--- config.mk ---
export PLATFORM = sky130hd
export DESIGN_NAME = traffic_xing_ctrl
export DESIGN_NICKNAME = d
export VERILOG_FILES = /design/src/rtl/traffic_pkg.sv /design/src/rtl/traffic_phase_timer.sv /design/src/rtl/traffic_xing_ctrl.sv
export SDC_FILE = /design/constraint.sdc
export NUM_CORES = 1
export LEC_CHECK = 0
export BUFFER_PORTS_ARGS = -buffer_cell sky130_fd_sc_hd__buf_2
export CAP_MARGIN = 40
export CORE_MARGIN = 8
export CORE_UTILIZATION = 42
export DETAILED_ROUTE_END_ITERATION = 12
export HOLD_SLACK_MARGIN = 0.03
export SYNTH_ARGS = -nofsm -noshare
export SYNTH_HDL_FRONTEND = slang
export SYNTH_SLANG_ARGS = --single-unit
--- constraint.sdc ---
create_clock -name clk -period 5.09 [get_ports clk]
set_clock_uncertainty 0.15 [all_clocks]
set_input_delay 1.018 -clock clk [delete_from_list [all_inputs] [get_ports clk]]
set_output_delay 1.018 -clock clk [all_outputs]
set_load 0.005 [all_outputs]
--- src/rtl/traffic_pkg.sv ---
// Shared encodings for the crossing controller: FSM states and light codes.
// Latency: n/a (types, constants and a pure decode function only).
// Backpressure: n/a.
package traffic_pkg;

    typedef enum logic [3:0] {
        ST_IDLE,
        ST_ALL_RED,
        ST_A_GRN,
        ST_A_YEL1,
        ST_A_LEFT,
        ST_A_YEL2,
        ST_B_GRN,
        ST_B_YEL1,
        ST_B_LEFT,
        ST_B_YEL2,
        ST_FLASH
    } state_t;

    localparam logic [3:0] CAR_RED    = 4'b1000;
    localparam logic [3:0] CAR_YELLOW = 4'b0100;
    localparam logic [3:0] CAR_LEFT   = 4'b0010;
    localparam logic [3:0] CAR_GREEN  = 4'b0001;
    localparam logic [3:0] CAR_NONE   = 4'b0000;

    localparam logic [1:0] WALK_RED   = 2'b10;
    localparam logic [1:0] WALK_GREEN = 2'b01;
    localparam logic [1:0] WALK_NONE  = 2'b00;

    // Walker light while the opposite approach is served. 'elapsed' counts
    // cycles since that approach's green began: steady green, then blink
    // starting on green, then red. A walker with no pending request stays red.
    function automatic logic [1:0] walk_light(input logic        serve,
                                              input logic [31:0] elapsed,
                                              input int          t_walk,
                                              input int          t_blink);
        if (!serve) begin
            return WALK_RED;
        end
        if (elapsed < 32'(t_walk)) begin
            return WALK_GREEN;
        end
        if (elapsed < 32'(t_walk + t_blink)) begin
            if (((elapsed - 32'(t_walk)) & 32'd1) != 32'd0) begin
                return WALK_NONE;
            end
            return WALK_GREEN;
        end
        return WALK_RED;
    endfunction

endpackage

--- src/rtl/traffic_phase_timer.sv ---
// Phase down-counter: load a value, count down to zero while enabled, then hold.
// Latency: load and decrement take effect on the next clock edge; zero flag is combinational.
// Backpressure: i_en low freezes the count (run-enable stall).
module traffic_phase_timer #(
    parameter int CNT_W = 8
) (
    input  logic             clk,
    input  logic             reset,
    input  logic             i_load,
    input  logic [CNT_W-1:0] i_value,
    input  logic             i_en,
    output logic [CNT_W-1:0] o_value,
    output logic             o_zero
);

    logic [CNT_W-1:0] r_cnt;

    // Load has priority; otherwise count down when enabled, saturating at zero.
    always_ff @(posedge clk or posedge reset) begin
        if (reset) begin
            r_cnt <= '0;
        end else if (i_load) begin
            r_cnt <= i_value;
        end else if (i_en && (r_cnt != '0)) begin
            r_cnt <= r_cnt - 1'b1;
        end
    end

    assign o_value = r_cnt;
    assign o_zero  = (r_cnt == '0);

endmodule

--- src/rtl/traffic_xing_ctrl.sv ---
// Two-approach crossing controller with left-turn phases, walker lights and flashing mode.
// Latency: lights are a combinational decode of registered state/timer/pending bits; state moves on clk.
// Backpressure: i_start low freezes state and timer and blanks all lights; ped requests still latch.
module traffic_xing_ctrl
    import traffic_pkg::*;
#(
    parameter int T_GREEN  = 20,
    parameter int T_YELLOW = 2,
    parameter int T_LEFT   = 10,
    parameter int T_ALLRED = 2,
    parameter int T_WALK   = 14,
    parameter int T_BLINK  = 6,
    parameter int CNT_W    = 8,
    parameter int FIRST_B  = 0
) (
    input  logic       clk,
    input  logic       reset,
    input  logic       i_start,
    input  logic       i_flash,
    input  logic       i_ped_req_a,
    input  logic       i_ped_req_b,
    output logic [3:0] o_car_a,
    output logic [3:0] o_car_b,
    output logic [1:0] o_walk_a,
    output logic [1:0] o_walk_b,
    output logic [1:0] o_ped_pend
);

    state_t           r_state;
    state_t           w_next;
    logic             w_load;
    logic [CNT_W-1:0] w_load_val;
    logic [CNT_W-1:0] w_cnt;
    logic             w_zero;
    logic             w_enter_a_grn;
    logic             w_enter_b_grn;
    logic [31:0]      w_elapsed;
    logic             r_pend_a;
    logic             r_pend_b;
    logic             r_serve_a;
    logic             r_serve_b;
    logic             r_flash_ph;

    traffic_phase_timer #(
        .CNT_W (CNT_W)
    ) u_timer (
        .clk     (clk),
        .reset   (reset),
        .i_load  (w_load),
        .i_value (w_load_val),
        .i_en    (i_start),
        .o_value (w_cnt),
        .o_zero  (w_zero)
    );

    // State register.
    always_ff @(posedge clk or posedge reset) begin
        if (reset) begin
            r_state <= ST_IDLE;
        end else begin
            r_state <= w_next;
        end
    end

    // Next state: flash overrides everything; timed phases advance on zero count.
    always_comb begin
        w_next = r_state;
        if (i_start) begin
            if (i_flash) begin
                w_next = ST_FLASH;
            end else begin
                case (r_state)
                    ST_IDLE:    w_next = ST_ALL_RED;
                    ST_FLASH:   w_next = ST_ALL_RED;
                    ST_ALL_RED: if (w_zero) w_next = (FIRST_B != 0) ? ST_B_GRN : ST_A_GRN;
                    ST_A_GRN:   if (w_zero) w_next = ST_A_YEL1;
                    ST_A_YEL1:  if (w_zero) w_next = ST_A_LEFT;
                    ST_A_LEFT:  if (w_zero) w_next = ST_A_YEL2;
                    ST_A_YEL2:  if (w_zero) w_next = ST_B_GRN;
                    ST_B_GRN:   if (w_zero) w_next = ST_B_YEL1;
                    ST_B_YEL1:  if (w_zero) w_next = ST_B_LEFT;
                    ST_B_LEFT:  if (w_zero) w_next = ST_B_YEL2;
                    ST_B_YEL2:  if (w_zero) w_next = ST_A_GRN;
                    default:    w_next = ST_IDLE;
                endcase
            end
        end
    end

    // Timer reload on every state change, with the entered phase's duration minus one.
    always_comb begin
        w_load     = (w_next != r_state);
        w_load_val = '0;
        case (w_next)
            ST_ALL_RED:                                    w_load_val = CNT_W'(T_ALLRED - 1);
            ST_A_GRN, ST_B_GRN:                            w_load_val = CNT_W'(T_GREEN - 1);
            ST_A_YEL1, ST_A_YEL2, ST_B_YEL1, ST_B_YEL2:   w_load_val = CNT_W'(T_YELLOW - 1);
            ST_A_LEFT, ST_B_LEFT:                          w_load_val = CNT_W'(T_LEFT - 1);
            default:                                       w_load_val = '0;
        endcase
    end

    assign w_enter_a_grn = (w_next == ST_A_GRN) && (r_state != ST_A_GRN);
    assign w_enter_b_grn = (w_next == ST_B_GRN) && (r_state != ST_B_GRN);

    // Pending requests latch at all times; entering the opposite green turns the
    // pending bit (or a request arriving on that same edge) into a serve flag.
    always_ff @(posedge clk or posedge reset) begin
        if (reset) begin
            r_pend_a  <= 1'b0;
            r_pend_b  <= 1'b0;
            r_serve_a <= 1'b0;
            r_serve_b <= 1'b0;
        end else begin
            if (w_enter_b_grn) begin
                r_serve_a <= r_pend_a | i_ped_req_a;
                r_pend_a  <= 1'b0;
            end else if (i_ped_req_a) begin
                r_pend_a  <= 1'b1;
            end
            if (w_enter_a_grn) begin
                r_serve_b <= r_pend_b | i_ped_req_b;
                r_pend_b  <= 1'b0;
            end else if (i_ped_req_b) begin
                r_pend_b  <= 1'b1;
            end
        end
    end

    // Flash phase: zero on entry so yellow shows first, toggles per running cycle.
    always_ff @(posedge clk or posedge reset) begin
        if (reset) begin
            r_flash_ph <= 1'b0;
        end else if (r_state != ST_FLASH) begin
            r_flash_ph <= 1'b0;
        end else if (i_start) begin
            r_flash_ph <= ~r_flash_ph;
        end
    end

    // Cycles elapsed since the serving approach's green began, rebuilt from the
    // down-count so no separate walker counter is needed.
    always_comb begin
        w_elapsed = '0;
        case (r_state)
            ST_A_GRN, ST_B_GRN:
                w_elapsed = 32'(T_GREEN) - 32'(w_cnt) - 32'd1;
            ST_A_YEL1, ST_B_YEL1:
                w_elapsed = 32'(T_GREEN + T_YELLOW) - 32'(w_cnt) - 32'd1;
            ST_A_LEFT, ST_B_LEFT:
                w_elapsed = 32'(T_GREEN + T_YELLOW + T_LEFT) - 32'(w_cnt) - 32'd1;
            ST_A_YEL2, ST_B_YEL2:
                w_elapsed = 32'(T_GREEN + 2 * T_YELLOW + T_LEFT) - 32'(w_cnt) - 32'd1;
            default:
                w_elapsed = '0;
        endcase
    end

    // Light decode; everything dark while stopped or idle.
    always_comb begin
        o_car_a  = CAR_NONE;
        o_car_b  = CAR_NONE;
        o_walk_a = WALK_NONE;
        o_walk_b = WALK_NONE;
        if (i_start) begin
            case (r_state)
                ST_ALL_RED: begin
                    o_car_a  = CAR_RED;
                    o_car_b  = CAR_RED;
                    o_walk_a = WALK_RED;
                    o_walk_b = WALK_RED;
                end
                ST_A_GRN, ST_A_YEL1, ST_A_LEFT, ST_A_YEL2: begin
                    o_car_a  = (r_state == ST_A_GRN)  ? CAR_GREEN :
                               (r_state == ST_A_LEFT) ? CAR_LEFT  : CAR_YELLOW;
                    o_car_b  = CAR_RED;
                    o_walk_a = WALK_RED;
                    o_walk_b = walk_light(r_serve_b, w_elapsed, T_WALK, T_BLINK);
                end
                ST_B_GRN, ST_B_YEL1, ST_B_LEFT, ST_B_YEL2: begin
                    o_car_a  = CAR_RED;
                    o_car_b  = (r_state == ST_B_GRN)  ? CAR_GREEN :
                               (r_state == ST_B_LEFT) ? CAR_LEFT  : CAR_YELLOW;
                    o_walk_a = walk_light(r_serve_a, w_elapsed, T_WALK, T_BLINK);
                    o_walk_b = WALK_RED;
                end
                ST_FLASH: begin
                    o_car_a = r_flash_ph ? CAR_NONE : CAR_YELLOW;
                    o_car_b = r_flash_ph ? CAR_NONE : CAR_YELLOW;
                end
                default: begin
                    o_car_a = CAR_NONE;
                end
            endcase
        end
    end

    assign o_ped_pend = {r_pend_b, r_pend_a};

endmodule

### Word level (Yosys, flattened, before mapping)

Memories as Yosys holds them, arrays and structs flattened.
Index checks and enable logic that the tools add are counted.

| cells by class | value |
|---|---|
| add/sub/neg operators | 10 |
| magnitude comparators | 2 |
| bitwise logic cells | 3 |
| reduce and logical (&&, ||, !) cells | 20 |
| equality and inequality tests | 16 |
| muxes and demuxes | 81 |

Operators with widths:

| operator | number |
|---|---|
| 32-bit one-hot mux with 4 select lines | 1 |
| 4-bit 2-to-1 mux | 12 |
| 9-bit by 2-bit subtractor with 10-bit output, second input constant | 4 |
| 1-bit 2-to-1 mux | 38 |
| 2-bit 2-to-1 mux | 18 |
| 4-bit one-hot mux with 9 select lines | 1 |
| 32-bit by 4-bit less-than comparator with 1-bit output, second input constant | 1 |
| 32-bit by 5-bit less-than comparator with 1-bit output, second input constant | 1 |
| 4-bit one-hot mux with 3 select lines | 2 |
| 4-bit by 3-bit equality test with 1-bit output, second input constant | 5 |
| 5-bit by 8-bit subtractor with 9-bit output, first input constant | 2 |
| 6-bit by 8-bit subtractor with 9-bit output, first input constant | 2 |
| 8-bit 2-to-1 mux | 2 |
| 3-bit 2-to-1 mux | 5 |
| 4-bit by 2-bit equality test with 1-bit output, second input constant | 3 |
| 4-bit equality test, second input constant | 3 |
| 2-bit OR reduction | 6 |
| 5-bit OR reduction | 2 |
| 8-bit zero test | 1 |
| 2-bit one-hot mux with 2 select lines | 2 |
| 2-bit nonzero test | 4 |
| 8-bit nonzero test | 1 |
| 4-bit OR reduction | 2 |
| 8-bit by 1-bit subtractor with 8-bit output, second input constant | 1 |
| other kinds (10) | 13 |

| storage, ports and cells | value |
|---|---|
| word-level logic and storage cells | 140 |
| memory bits (read-only) | 64 |
| register bits | 17 |
| bits of input ports | 6 |
| memories | 1 |

Memory list:

| memory | depth | bits a word | read ports | clocked after Yosys merged registers in | wr ports | RTL line | text |
|---|---|---|---|---|---|---|---|
| (name not given) | 16 | 4 | 1 | 0 | 0 | traffic_xing_ctrl.sv:94 | `case (w_next)` |

### Depth between registers and ports, before layout

| logic depth | value |
|---|---|
| word-level depth | 19 |
| depth in mapped cells | 15 |
| depth with buffers taken out | 13 |

### Modules after synthesis

A second synthesis with hierarchy kept.

| unflattened totals | value |
|---|---|
| cells, all modules | 251 |
| area total of the unflattened synthesis | 1919.3 um^2 |

By module, submodules not included:

| module | times used | cells each | sequential area each (um^2) | area each (um^2) |
|---|---|---|---|---|
| traffic_xing_ctrl | 1 | 198 | 225.2 | 1423.9 |
| traffic_phase_timer | 1 | 53 | 200.2 | 495.5 |

### Least setup slack after synthesis

Ideal clock, no wire load.

| path | value |
|---|---|
| path type | flip-flop to output port |
| start point | reg r_state[2] |
| end point | out o_walk_b[0] |
| path slack | 0.302 ns |
| arrival | 3.620 ns |
| cell stages (with the launch flop) | 16 |
| cells stage by stage | dfrtp_1 -> clkbuf_1 -> clkbuf_1 -> nor2_1 -> xnor2_1 -> nand2_1 -> inv_1 -> ha_1 -> nor2b_1 -> o311a_1 -> or3_4 -> a2111oi_4 -> xnor3_1 -> o21ai_1 -> nor4b_4 -> o2111a_1 |

| between the ends | value |
|---|---|
| word-level cells in the longest chain between the ends | 17 |
| elaborated cells on any way between the ends | 43 |

RTL lines:

| element | RTL line | text |
|---|---|---|
| start, declared | traffic_xing_ctrl.sv:29 | `state_t r_state;` |
| start signal, assigned | traffic_xing_ctrl.sv:61 | `r_state <= w_next;` |
| branches (longest 15 deep; another with 32-bit by 5-bit less-than comparator with 1-bit output) | n/a |  |
| 2-bit one-hot mux with 2 select lines * | traffic_xing_ctrl.sv:166 | `case (r_state)` |
| 2-bit 2-to-1 mux * | traffic_xing_ctrl.sv:165 | `if (i_start) begin` |
| end, declared | traffic_xing_ctrl.sv:25 | `output logic [1:0] o_walk_b,` |

Every way passes the cells marked *. The select of a mux whose other input is x is not followed.

### Worst setup path in the final report

Same ends and word-level chain as after synthesis.

==> metrics.md <==
| Metric | Value |
|---|---|
| Synth area leader | dfrtp_1 |
| Post-synth top area share | 23.4% |
| Final hold viol count | 0 |
| CTS clock-pin slew for the worst setup and hold paths | 0.07 ns |
| Post-layout util | 46.8% |
| Pwr Density | 662 nW/um2 |
| Via density | 5.60 |
| RR Startpoint | u_timer.o_value[3] |
| Fin cells | 298 |
| DR pass1 iterations | 4 |
| Global Route Usage Sum | 14.7% |
| Worst Hold Class | reg -> reg |
| Vias in the first global route | 1553 |
| Setup bufs post-CTS | 0 |
| Register area share after synthesis | 23.4% |
| Fin. max-slew vios | 0 |
| Crit path capture type | output port |
| I/O pins | 20 |
| Num rows | 24 |
| Worst reg2reg endpoint | r_serve_a |
| Full die area | 6700 um2 |
| WL final | 4.64 mm |
| Number of clock sinks | 17 |
| Final Critical Period | 4.75 ns |
| Die Span Y | 81.8 um |
| Initial Util | 42.7% |
| Maximum Capacitance Violations | 0 |
| Die width | 81.8 um |
| Top-count cell post-synth | nand2_1 |
| Number of synthesized flops with an enable pin | 0 |
| Synth top area cells | dfrtp_1 (23%), xnor2_1 (6.7%), ha_1 (5.5%) |
| Number of buffers created by CTS | 3 |
| Max frequency | 0.211 GHz |
| Root Driver | clkbuf_8 |
| WL/cell | 15.6 um |
| Gr ovfl total | 0 |
| LEAKAGE | 0.896 nW |
| Synth async-reset ratio | 100% |
| Worst EP required | 3.92 ns |
| Worst Setup SP | r_state[2] |
| Layout Nets | 262 |
| Diode count | 0 |
| Starting DRT DRC Count | 87 |
| Worst Reg2Reg Path Length in Cells | 7 |
| Global-route wire length before repair | 7.69 mm |
| Relative slew slack | 46.5% |
| Placed Cells | 294 |
| Core region area | 4260 um2 |
| Mapped Area | 1820 um2 |
| CTS tree | built |
| CP Capture Point | o_walk_b[0] |
| Synth cell count leaders | nand2_1 (21), a21oi_1 (18), nor2_1 (18) |
| Longest Clk Path Bufs | 2 |
| Synth-to-layout area growth | 9.62% |
| Routability Congestion | 0.820 |
| #FFs+latches synth | 17 |
| Crit path max fanout | 16 |
| Critical path class | reg -> out |
| Largest net degree at the start of global routing | 22 |
| Worst setup SP type | flop |
| Synth Instances | 232 |
| Ys flop type | dfrtp_1 |
| Status | finished, final reports clean |
| CP arrival | 3.58 ns |
| Ys Warns | 0 |
| Reg2reg setup slack | 2.06 ns |
| RSZ-0062 raised after global routing | false |
| Layout fillers | 440 |
| Syn avg cell area | 7.85 um2 |
| Initial antenna violation count | 0 |
| Worst IR drop on VDD | 0.000199 V |
| Residual DRC | 0 |
| H-tree depth | 1 |
| Final setup fails | 0 |
| Worst slew pin tran | 0.803 ns |
| Final period util | 93.3% |
| Clk_lat worst skew | 0.26 ns |
| Final TNS setup | 0 ns |
| Syn_nets | 247 |
| Post-DP HPWL | 3.55 mm |
| Worst slack, placed | 0.402 ns |
| Layout cells sized above 1 | 15.0% |
| Final setup margin | 0.340 ns |
| PortBufs | 19 |
| Routed Antenna Nets | 0 |
| Total number of vias | 1670 |
| Post-synthesis cell type count | 61 |
worst max-delay path: stages (launching register included):
cell,delay (ns)
dfrtp_1,0.39
buf_4,0.20
xor2_1,0.17
nand2b_1,0.13
ha_1,0.35
or2_1,0.24
o311a_1,0.16
or3_4,0.35
a2111oi_4,0.36
xnor3_1,0.27
o21ai_1,0.12
nor4b_4,0.27
o2111a_1,0.20
buf_2,0.11
registers in the layout (all words and copies together), names as in the netlist:
signal           count
r_flash_ph           1
r_state              4
r_serve_a            1
r_pend_a             1
r_pend_b             1
u_timer.o_value      8
r_serve_b            1
placed cells by master, fill, tap and decap left out, drive strengths merged, types with 12 or more instances in the layout:
cell type,count
dfrtp,17
inv,16
o21ai,14
buf,23
nor3,12
a21oi,18
xnor2,14
nor2,18
nand2,21
cell type report:
class | instances | area [um2] | share of cell area, %
multi-input cells | 185 | 1270 | 63.6
flip-flops and latches | 17 | 427 | 21.4
clock buffers | 4 | 45.0 | 2.26
well taps | 52 | 65.1 | 3.26
inverters | 17 | 63.8 | 3.20
repair buffers | 23 | 125 | 6.27
per-layer routing:
metal | vias to the layer above | track usage [%] | routed length, um
met5 | - | 0 | 0
met4 | 0 | 3.68 | 49
met3 | 7 | 2.95 | 193
met2 | 31 | 24.0 | 2250
met1 | 771 | 19.4 | 2140
li1 | 861 | - | -
cells by family (layout without fill, tap and decap cells):
family,after synthesis,in the layout,synth area share [%]
AND/OR/NAND/NOR,88,88,25.7
AO/OA/AOI/OAI,60,60,22.3
buffers and inverters,30,44,7.42
XOR/XNOR,23,23,11.8
flip-flops,17,17,23.4
adder cells (fa/ha/maj),9,9,6.60
multiplexers,5,5,2.82
what timing repair did:
| item | CTS | global route |
|---|---|---|
| endpoints found under the setup margin | 0 | 4 |
| hold endpoints to repair | 0 | 0 |
| hold buffers | 0 | 0 |
| resized for setup | 0 | 3 |
through the flow:
stage / cell area, um2 / power, mW / hold WS (ns)
final: 2000 / 1.32 / 0.369
after global routing: 2000 / 1.46 / 0.435
after CTS: 1980 / 1.32 / 0.382
after detailed placement: 1940 / 1.20 / 0.363
after global placement: 1940 / 1.19 / 0.341
after floorplan: 1820 / 1.02 / 0.325
where the power goes:
part	switching, mW	total [mW]	internal, mW
Combinational	0.562	0.968	0.406
Clock	0.0523	0.108	0.0557
Sequential	0.0643	0.245	0.180
worst min-delay path by stage:
| stage | from | end | slack [ns] | cells past startpoint |
|---|---|---|---|---|
| 4_1_cts | r_pend_b | r_pend_b | 0.38 | 2 |
| 6_report | r_pend_b | r_pend_b | 0.37 | 2 |
| 2_1_floorplan | r_pend_b | r_pend_b | 0.33 | 2 |
| 5_1_grt | r_pend_b | r_pend_b | 0.43 | 2 |
| 3_3_place_gp | r_pend_b | r_pend_b | 0.34 | 2 |
| 3_5_place_dp | r_pend_b | r_pend_b | 0.36 | 2 |
(Power assumes the default switching activity.)
